**src/rtl/gfx_pkg.sv**
```systemverilog
// Shared graphics definitions: canvas config field widths, the packed {y, x}
// coordinate layout and the pixel order within a VRAM word.
package gfx_pkg;

  localparam int GFX_CORDW  = 16;  // signed coordinate width
  localparam int GFX_WORD   = 32;  // VRAM word width
  localparam int GFX_ADDRW  = 18;  // VRAM word address width
  localparam int GFX_COLRW  = 8;   // colour width
  localparam int GFX_SHIFTW = 3;   // log2(pixels per word) field width

  // Packed coordinate pair as used by window start and scale registers.
  typedef struct packed {
    logic signed [GFX_CORDW-1:0] y;
    logic signed [GFX_CORDW-1:0] x;
  } coord_t;

  // Pixel 0 of a word sits in the least significant bits.
  localparam bit PIX_LSB_FIRST = 1'b1;

endpackage

```
**src/rtl/canv_draw_agu_if.sv**
```systemverilog
// Pixel request / VRAM write handshake bundle for the canvas draw AGU.
// slave: the AGU side; master: drawing engine + VRAM arbiter side.
interface canv_draw_agu_if #(
  parameter int CORDW   = gfx_pkg::GFX_CORDW,
  parameter int WORD    = gfx_pkg::GFX_WORD,
  parameter int ADDRW   = gfx_pkg::GFX_ADDRW,
  parameter int COLRW   = gfx_pkg::GFX_COLRW,
  parameter int PIX_IDW = $clog2(WORD)
);

  logic               in_valid;
  logic               in_ready;
  logic [CORDW-1:0]   in_x;
  logic [CORDW-1:0]   in_y;
  logic [COLRW-1:0]   in_colr;

  logic               out_valid;
  logic               out_ready;
  logic [ADDRW-1:0]   out_addr;
  logic [WORD-1:0]    out_data;
  logic [WORD-1:0]    out_mask;
  logic [PIX_IDW-1:0] out_pix_id;

  modport slave (
    input  in_valid, in_x, in_y, in_colr, out_ready,
    output in_ready, out_valid, out_addr, out_data, out_mask, out_pix_id
  );

  modport master (
    output in_valid, in_x, in_y, in_colr, out_ready,
    input  in_ready, out_valid, out_addr, out_data, out_mask, out_pix_id
  );

endinterface

```
**src/rtl/canv_pix_place.sv**
```systemverilog
// Places one colour into its pixel slot of a VRAM word and builds the matching
// bit write mask. Purely combinational; shift must already be clamped.
module canv_pix_place import gfx_pkg::*; #(
  parameter int WORD    = GFX_WORD,
  parameter int COLRW   = GFX_COLRW,
  parameter int SHIFTW  = GFX_SHIFTW,
  parameter int PIX_IDW = $clog2(WORD)
) (
  input  logic [COLRW-1:0]   i_colr,
  input  logic [PIX_IDW-1:0] i_pix_id,
  input  logic [SHIFTW-1:0]  i_shift,
  output logic [WORD-1:0]    o_data,
  output logic [WORD-1:0]    o_mask
);

  // bpp can equal WORD (shift 0), hence one extra bit
  localparam int BPPW = PIX_IDW + 1;

  logic [BPPW-1:0]    w_bpp;
  logic [WORD-1:0]    w_slot_mask;
  logic [WORD-1:0]    w_colr_fit;
  logic [PIX_IDW-1:0] w_slot;
  logic [PIX_IDW-1:0] w_off;

  assign w_bpp = BPPW'(WORD >> i_shift);
  // 1 << WORD wraps to zero, so the subtraction yields all ones for full-word pixels
  assign w_slot_mask = (WORD'(1) << w_bpp) - WORD'(1);
  assign w_colr_fit  = WORD'(i_colr) & w_slot_mask;

  generate
    if (PIX_LSB_FIRST) begin : g_lsb_first
      assign w_slot = i_pix_id;
    end else begin : g_msb_first
      assign w_slot = PIX_IDW'((1 << i_shift) - 1) - i_pix_id;
    end
  endgenerate

  assign w_off  = PIX_IDW'(w_slot * w_bpp);
  assign o_data = w_colr_fit << w_off;
  assign o_mask = w_slot_mask << w_off;

endmodule

```
**src/rtl/canv_draw_agu.sv**
```systemverilog
// Canvas draw AGU: turns (x, y, colour) pixel writes into VRAM word writes
// (address, positioned data, bit mask) using the display path's base/shift
// packing. Three-stage pipeline with a single global advance.
// Optional build macro CANV_DRAW_AGU_TRANS_EN: pixels whose colour equals
// trans_colr are dropped like clipped pixels.
module canv_draw_agu import gfx_pkg::*; #(
  parameter int CORDW   = GFX_CORDW,
  parameter int WORD    = GFX_WORD,
  parameter int ADDRW   = GFX_ADDRW,
  parameter int COLRW   = GFX_COLRW,
  parameter int SHIFTW  = GFX_SHIFTW,
  parameter int PIX_IDW = $clog2(WORD)
) (
  input  logic              clk_sys,
  input  logic              rst_sys_n,
  input  logic [ADDRW-1:0]  addr_base,
  input  logic [SHIFTW-1:0] addr_shift,
  input  logic [CORDW-1:0]  canv_w,
  input  logic [CORDW-1:0]  canv_h,
  input  logic [COLRW-1:0]  trans_colr,
  canv_draw_agu_if.slave    bus,
  output logic              busy
);

  localparam int LINW  = ADDRW + PIX_IDW;
  localparam int MULW  = (LINW > 2*CORDW) ? LINW : 2*CORDW;
  localparam int LOG2W = $clog2(WORD);

  logic               w_adv;
  logic               w_clip;
  logic               w_drop;
  logic signed [CORDW:0] w_x_ext, w_y_ext, w_w_ext, w_h_ext;
  logic [SHIFTW-1:0]  w_shift;
  logic [PIX_IDW-1:0] w_pid_mask, w_pix_id;
  logic [WORD-1:0]    w_data, w_mask;

  logic               r_s1_valid;
  logic [CORDW-1:0]   r_s1_x, r_s1_y;
  logic [COLRW-1:0]   r_s1_colr;
  logic               r_s2_valid;
  logic [LINW-1:0]    r_s2_lin;
  logic [COLRW-1:0]   r_s2_colr;
  logic               r_out_valid;
  logic [ADDRW-1:0]   r_out_addr;
  logic [WORD-1:0]    r_out_data, r_out_mask;
  logic [PIX_IDW-1:0] r_out_pix_id;

  // Everything moves together unless the output word is waiting
  assign w_adv        = !r_out_valid || bus.out_ready;
  assign bus.in_ready = w_adv;

  // Signed coordinates against zero-extended canvas dimensions
  assign w_x_ext = {bus.in_x[CORDW-1], bus.in_x};
  assign w_y_ext = {bus.in_y[CORDW-1], bus.in_y};
  assign w_w_ext = {1'b0, canv_w};
  assign w_h_ext = {1'b0, canv_h};
  assign w_clip  = bus.in_x[CORDW-1] || bus.in_y[CORDW-1] ||
                   (w_x_ext >= w_w_ext) || (w_y_ext >= w_h_ext);

`ifdef CANV_DRAW_AGU_TRANS_EN
  assign w_drop = w_clip || (bus.in_colr == trans_colr);
`else
  logic w_unused_trans;
  assign w_unused_trans = ^trans_colr;
  assign w_drop = w_clip;
`endif

  // Oversized shifts fall back to 1 bpp
  assign w_shift    = (addr_shift > SHIFTW'(LOG2W)) ? SHIFTW'(LOG2W) : addr_shift;
  assign w_pid_mask = PIX_IDW'((1 << w_shift) - 1);
  assign w_pix_id   = r_s2_lin[PIX_IDW-1:0] & w_pid_mask;

  canv_pix_place #(
    .WORD(WORD), .COLRW(COLRW), .SHIFTW(SHIFTW), .PIX_IDW(PIX_IDW)
  ) u_place (
    .i_colr(r_s2_colr), .i_pix_id(w_pix_id), .i_shift(w_shift),
    .o_data(w_data), .o_mask(w_mask)
  );

  // S1: accept request; clipped or keyed pixels enter as bubbles
  always_ff @(posedge clk_sys or negedge rst_sys_n) begin
    if (!rst_sys_n) begin
      r_s1_valid <= 1'b0;
      r_s1_x     <= '0;
      r_s1_y     <= '0;
      r_s1_colr  <= '0;
    end else if (w_adv) begin
      r_s1_valid <= bus.in_valid && !w_drop;
      r_s1_x     <= bus.in_x;
      r_s1_y     <= bus.in_y;
      r_s1_colr  <= bus.in_colr;
    end
  end

  // S2: linear pixel index, coordinates known non-negative here
  always_ff @(posedge clk_sys or negedge rst_sys_n) begin
    if (!rst_sys_n) begin
      r_s2_valid <= 1'b0;
      r_s2_lin   <= '0;
      r_s2_colr  <= '0;
    end else if (w_adv) begin
      r_s2_valid <= r_s1_valid;
      r_s2_lin   <= LINW'(MULW'(r_s1_y) * MULW'(canv_w) + MULW'(r_s1_x));
      r_s2_colr  <= r_s1_colr;
    end
  end

  // S3: word address, slot data and mask
  always_ff @(posedge clk_sys or negedge rst_sys_n) begin
    if (!rst_sys_n) begin
      r_out_valid  <= 1'b0;
      r_out_addr   <= '0;
      r_out_data   <= '0;
      r_out_mask   <= '0;
      r_out_pix_id <= '0;
    end else if (w_adv) begin
      r_out_valid  <= r_s2_valid;
      r_out_addr   <= addr_base + ADDRW'(r_s2_lin >> w_shift);
      r_out_data   <= w_data;
      r_out_mask   <= w_mask;
      r_out_pix_id <= w_pix_id;
    end
  end

  assign bus.out_valid  = r_out_valid;
  assign bus.out_addr   = r_out_addr;
  assign bus.out_data   = r_out_data;
  assign bus.out_mask   = r_out_mask;
  assign bus.out_pix_id = r_out_pix_id;
  assign busy           = r_s1_valid | r_s2_valid | r_out_valid;

endmodule

```
**src/flat_wrapper.sv**
```systemverilog
// flat-port wrapper written by rule: the top's interface ports become plain ports
module canv_draw_agu_flat import gfx_pkg::*;
#(
  parameter int CORDW   = GFX_CORDW,
  parameter int WORD    = GFX_WORD,
  parameter int ADDRW   = GFX_ADDRW,
  parameter int COLRW   = GFX_COLRW,
  parameter int SHIFTW  = GFX_SHIFTW,
  parameter int PIX_IDW = $clog2(WORD)
)
  (clk_sys, rst_sys_n, addr_base, addr_shift, canv_w, canv_h, trans_colr, busy, bus_in_valid, bus_in_x, bus_in_y, bus_in_colr, bus_out_ready, bus_in_ready, bus_out_valid, bus_out_addr, bus_out_data, bus_out_mask, bus_out_pix_id);
  canv_draw_agu_if #(.CORDW(CORDW), .WORD(WORD), .ADDRW(ADDRW), .COLRW(COLRW), .PIX_IDW(PIX_IDW)) bus_i ();
  input  logic clk_sys;
  input  logic rst_sys_n;
  input  logic [ADDRW-1:0] addr_base;
  input  logic [SHIFTW-1:0] addr_shift;
  input  logic [CORDW-1:0] canv_w;
  input  logic [CORDW-1:0] canv_h;
  input  logic [COLRW-1:0] trans_colr;
  output logic busy;
  input wire logic [$bits(bus_i.in_valid)-1:0] bus_in_valid;
  input wire logic [$bits(bus_i.in_x)-1:0] bus_in_x;
  input wire logic [$bits(bus_i.in_y)-1:0] bus_in_y;
  input wire logic [$bits(bus_i.in_colr)-1:0] bus_in_colr;
  input wire logic [$bits(bus_i.out_ready)-1:0] bus_out_ready;
  output wire logic [$bits(bus_i.in_ready)-1:0] bus_in_ready;
  output wire logic [$bits(bus_i.out_valid)-1:0] bus_out_valid;
  output wire logic [$bits(bus_i.out_addr)-1:0] bus_out_addr;
  output wire logic [$bits(bus_i.out_data)-1:0] bus_out_data;
  output wire logic [$bits(bus_i.out_mask)-1:0] bus_out_mask;
  output wire logic [$bits(bus_i.out_pix_id)-1:0] bus_out_pix_id;
  assign bus_i.in_valid = bus_in_valid;
  assign bus_i.in_x = bus_in_x;
  assign bus_i.in_y = bus_in_y;
  assign bus_i.in_colr = bus_in_colr;
  assign bus_i.out_ready = bus_out_ready;
  assign bus_in_ready = bus_i.in_ready;
  assign bus_out_valid = bus_i.out_valid;
  assign bus_out_addr = bus_i.out_addr;
  assign bus_out_data = bus_i.out_data;
  assign bus_out_mask = bus_i.out_mask;
  assign bus_out_pix_id = bus_i.out_pix_id;
  canv_draw_agu #(.CORDW(CORDW), .WORD(WORD), .ADDRW(ADDRW), .COLRW(COLRW), .SHIFTW(SHIFTW), .PIX_IDW(PIX_IDW)) u_core (.clk_sys(clk_sys), .rst_sys_n(rst_sys_n), .addr_base(addr_base), .addr_shift(addr_shift), .canv_w(canv_w), .canv_h(canv_h), .trans_colr(trans_colr), .bus(bus_i), .busy(busy));
endmodule
```
**config.mk**
```make
export PLATFORM = sky130hd
export DESIGN_NAME = canv_draw_agu_flat
export DESIGN_NICKNAME = d
export VERILOG_FILES = /design/src/rtl/gfx_pkg.sv /design/src/rtl/canv_draw_agu_if.sv /design/src/rtl/canv_pix_place.sv /design/src/rtl/canv_draw_agu.sv /design/src/flat_wrapper.sv
export SDC_FILE = /design/constraint.sdc
export NUM_CORES = 1
export LEC_CHECK = 0
export ABC_AREA = 0
export CORE_MARGIN = 2
export CORE_UTILIZATION = 51
export DETAILED_ROUTE_END_ITERATION = 10
export PLACE_DENSITY = 0.74
export SLEW_MARGIN = 20
export SYNTH_ARGS = -nofsm -noshare
export SYNTH_HDL_FRONTEND = slang
export SYNTH_SLANG_ARGS = --single-unit
```
**constraint.sdc**
```tcl
create_clock -name clk_sys -period 5.7 [get_ports clk_sys]
set_input_delay 0.855 -clock clk_sys [delete_from_list [all_inputs] [get_ports clk_sys]]
set_output_delay 0.855 -clock clk_sys [all_outputs]
set_load 0.1 [all_outputs]
```
==> metrics.cfg <==
[placed_design]
port-buffer-count=186
routabilityCongestion=0.9174
hpwl_mm=36.14

[worst_setup_path]
required_ns=5.99
reg2reg_depth=21
cp-start-kind=input port
timing.rr.start=u_core.r_s1_y[5]
path_class=input port to flop
end_kind=flop
critPathMaxFanout=7
regToRegEndpoint=u_core.r_s2_lin[22]
r2r_slack_ns=0.16
worstPathArrival_ns=5.89

[routing]
wl_met3_mm=3.001
postRouteWirelength_mm=45.75
routedWlPerCell_um=16.93
num_vias=14634
ant_nets=0
highest_layer=met4
met1_length_mm=20.39
met2_length_mm=21.50
drt_iter0_markers=1008
drc_errors=0
detail_route.first_pass.iterations=6
viasPerCell=5.414

[sta]
setup_viol=0
clock_skew_ns=0.01379
hold_viol=0
drv_slew=0
fin_crit_ns=5.605
rsz0062_at_grt=yes
min_period_over_period_pct=98.34
tightestPinTransition_ns=1.030
max_freq_mhz=178.4
final.setup.tns_ns=0
slew_headroom_pct=31.10

[logic_synthesis]
ys.flop_type=dfrtp_1
ys_seq_area_share_pct=23.54
synth_cell_types=75
synth_area_per_cell_um2=8.503
synth_cells=2013
async_flop_share_pct=100.0
synth-seq-cells=161
synth-edff-count=0
yosys_warnings=0
synth_area_mm2=0.01712
synth_nets=2424

[floorplan]
die_area_mm2=0.03504
initial_utilization_pct=51.43
die_y_um=187.2
pin_count=195
core-area_mm2=0.03328
placementRows=67
die_x_um=187.2

[clocking]
h-tree-depth=4
cts_root_buf=clkbuf_16
path_clk_slew_ns=0.07
tritoncts=built
cts_max_path_buffers=2
cts_sinks=161
clk_latency_ns=0.43
cts_buffers=17

[global_routing]
antenna_found_initial=0
grt_usage_pct=26.46
grt_first_pass_wirelength_mm=74.89
overflow=0
first_global_vias=14832
grt_max_degree=107

[finish]
multi_input_area_mm2=0.01170
syn_to_final_growth_pct=22.13
final_common_cell=nand2_1
layout-drive-gt1-share_pct=10.73
regArea_mm2=0.004035
n_antenna_cell=0
fin_nets=2653
nFillCells=2800
final_cell_mix=362 x nand2_1, 309 x inv_1, 174 x fa_1

[min_path]
hold_path.class=flop to flop
holdPathEnd=u_core.r_s1_colr[1]
hold_depth=2
hold_path.startpoint=u_core.r_s1_colr[1]

[run_status]
outcome=complete, no violations

[flow_run]
cap_violations=0

-- state kept, by name, summed over array words and instances (netlist names) --
name	flops
u_core.bus.out_pix_id	5
u_core.r_s1_colr	8
u_core.r_s2_colr	8
u_core.r_s1_valid	1
u_core.r_s2_valid	1
u_core.bus.out_valid	1
u_core.r_s2_lin	23
u_core.bus.out_addr	18
u_core.bus.out_data	32
u_core.r_s1_y	16
u_core.bus.out_mask	32
u_core.r_s1_x	16
-- worst max path at each step --
stage / from / end / slack, ns / cells past startpoint
2_1_floorplan: canv_w[4] / u_core.r_s2_lin[19] / -0.004 / 18
3_3_place_gp: canv_w[4] / u_core.r_s2_lin[19] / -0.77 / 20
3_5_place_dp: canv_w[4] / u_core.r_s2_lin[22] / -0.88 / 21
4_1_cts: canv_w[15] / u_core.r_s2_lin[22] / -0.004 / 19
5_1_grt: canv_w[4] / u_core.r_s2_lin[22] / -0.1 / 22
6_report: canv_w[4] / u_core.r_s2_lin[22] / 0.09 / 22
-- logic make-up after synthesis --
logic type / Yosys count / share of synthesized area, %
DFF: 161 / 23.54
muxes: 52 / 3.077
xor gates and xnor gates: 48 / 2.719
AOI/OAI and AO/OA: 342 / 12.88
adders and majority gates: 306 / 30.22
buffers and inverters: 420 / 9.415
and+or+nand+nor: 683 / 18.13
other: 1 / 0.02191
-- layout make-up --
| type | count | area share (%) |
|---|---|---|
| clock buffer | 17 | 2.035 |
| tap | 448 | 2.682 |
| clock inverter | 15 | 0.7961 |
| multi-input combinational | 1432 | 55.95 |
| timing repair buffer | 315 | 13.56 |
| inverter | 315 | 5.668 |
| sequential | 161 | 19.30 |
-- timing repair --
action                                  CTS  global route
resized for setup                        54            48
hold buffers                              0             0
pin swaps                                18            36
gates cloned                              1             0
endpoints found under the setup margin   10             8
buffers inserted                          5             1
-- metal layers --
metal	vias up	track usage [%]
met1	7121	35.72
met5	-	0
met3	63	5.028
li1	6915	-
met4	0	6.807
met2	535	44.01
-- cell usage after synthesis, types with 4 or more instances --
master | n | area (um2)
nand2_1 | 362 | 1359
inv_1 | 312 | 1171
fa_1 | 179 | 3583
dfrtp_1 | 161 | 4029
ha_1 | 127 | 1589
and2_1 | 105 | 656.9
nor2_1 | 102 | 382.9
clkbuf_1 | 79 | 296.5
a21oi_1 | 77 | 385.4
o21ai_0 | 77 | 385.4
mux2i_1 | 47 | 470.5
xnor2_1 | 29 | 254.0
nor2b_1 | 20 | 125.1
nor3_1 | 20 | 100.1
o31ai_1 | 20 | 150.1
a21o_1 | 19 | 142.6
a31oi_1 | 19 | 118.9
a22o_1 | 18 | 157.7
nand3_1 | 18 | 90.09
a211oi_1 | 17 | 127.6
o21ai_1 | 17 | 85.08
xor2_1 | 16 | 140.1
o21a_1 | 15 | 112.6
buf_2 | 12 | 60.06
o211ai_1 | 12 | 90.09
nand2b_1 | 11 | 68.82
buf_1 | 9 | 33.78
nand4_1 | 9 | 56.30
or3_1 | 7 | 43.79
nor4_1 | 6 | 37.54
o22ai_1 | 6 | 37.54
mux2_2 | 5 | 56.30
nor3b_1 | 5 | 37.54
o21bai_1 | 4 | 30.03
o31a_1 | 4 | 35.03
o41ai_1 | 4 | 35.03
-- worst max-delay path, stage by stage --
cell,delay [ns]
buf_4,0.15
buf_4,0.17
and2_4,0.14
fa_1,0.54
inv_1,0.06
fa_2,0.54
fa_1,0.43
inv_1,0.09
fa_1,0.42
fa_1,0.49
inv_1,0.05
fa_1,0.47
inv_1,0.06
ha_4,0.22
a21oi_2,0.14
o21ai_1,0.12
o31ai_1,0.26
o211ai_1,0.13
buf_4,0.17
o31ai_4,0.18
xnor2_1,0.14
o21ai_0,0.09
-- through the flow --
step | util [%] | instances | setup WS [ns] | hold slack, ns | instance area [um2]
after floorplan | - | 2013 | -0.003822 | 0.4309 | 17210
after detailed placement | 60.57 | 2664 | -0.8806 | 0.4564 | 20160
after global routing | 62.81 | 2703 | -0.09638 | 0.4950 | 20900
after global placement | 60.57 | 2664 | -0.7668 | 0.4531 | 20160
final | 62.81 | 2703 | 0.09458 | 0.4694 | 20900
after CTS | 62.49 | 2702 | -0.003554 | 0.4715 | 20800
Power is left out: the tool's default activity adds up to more than one toggle a clock period on the data nets, which glitch-free logic cannot reach.
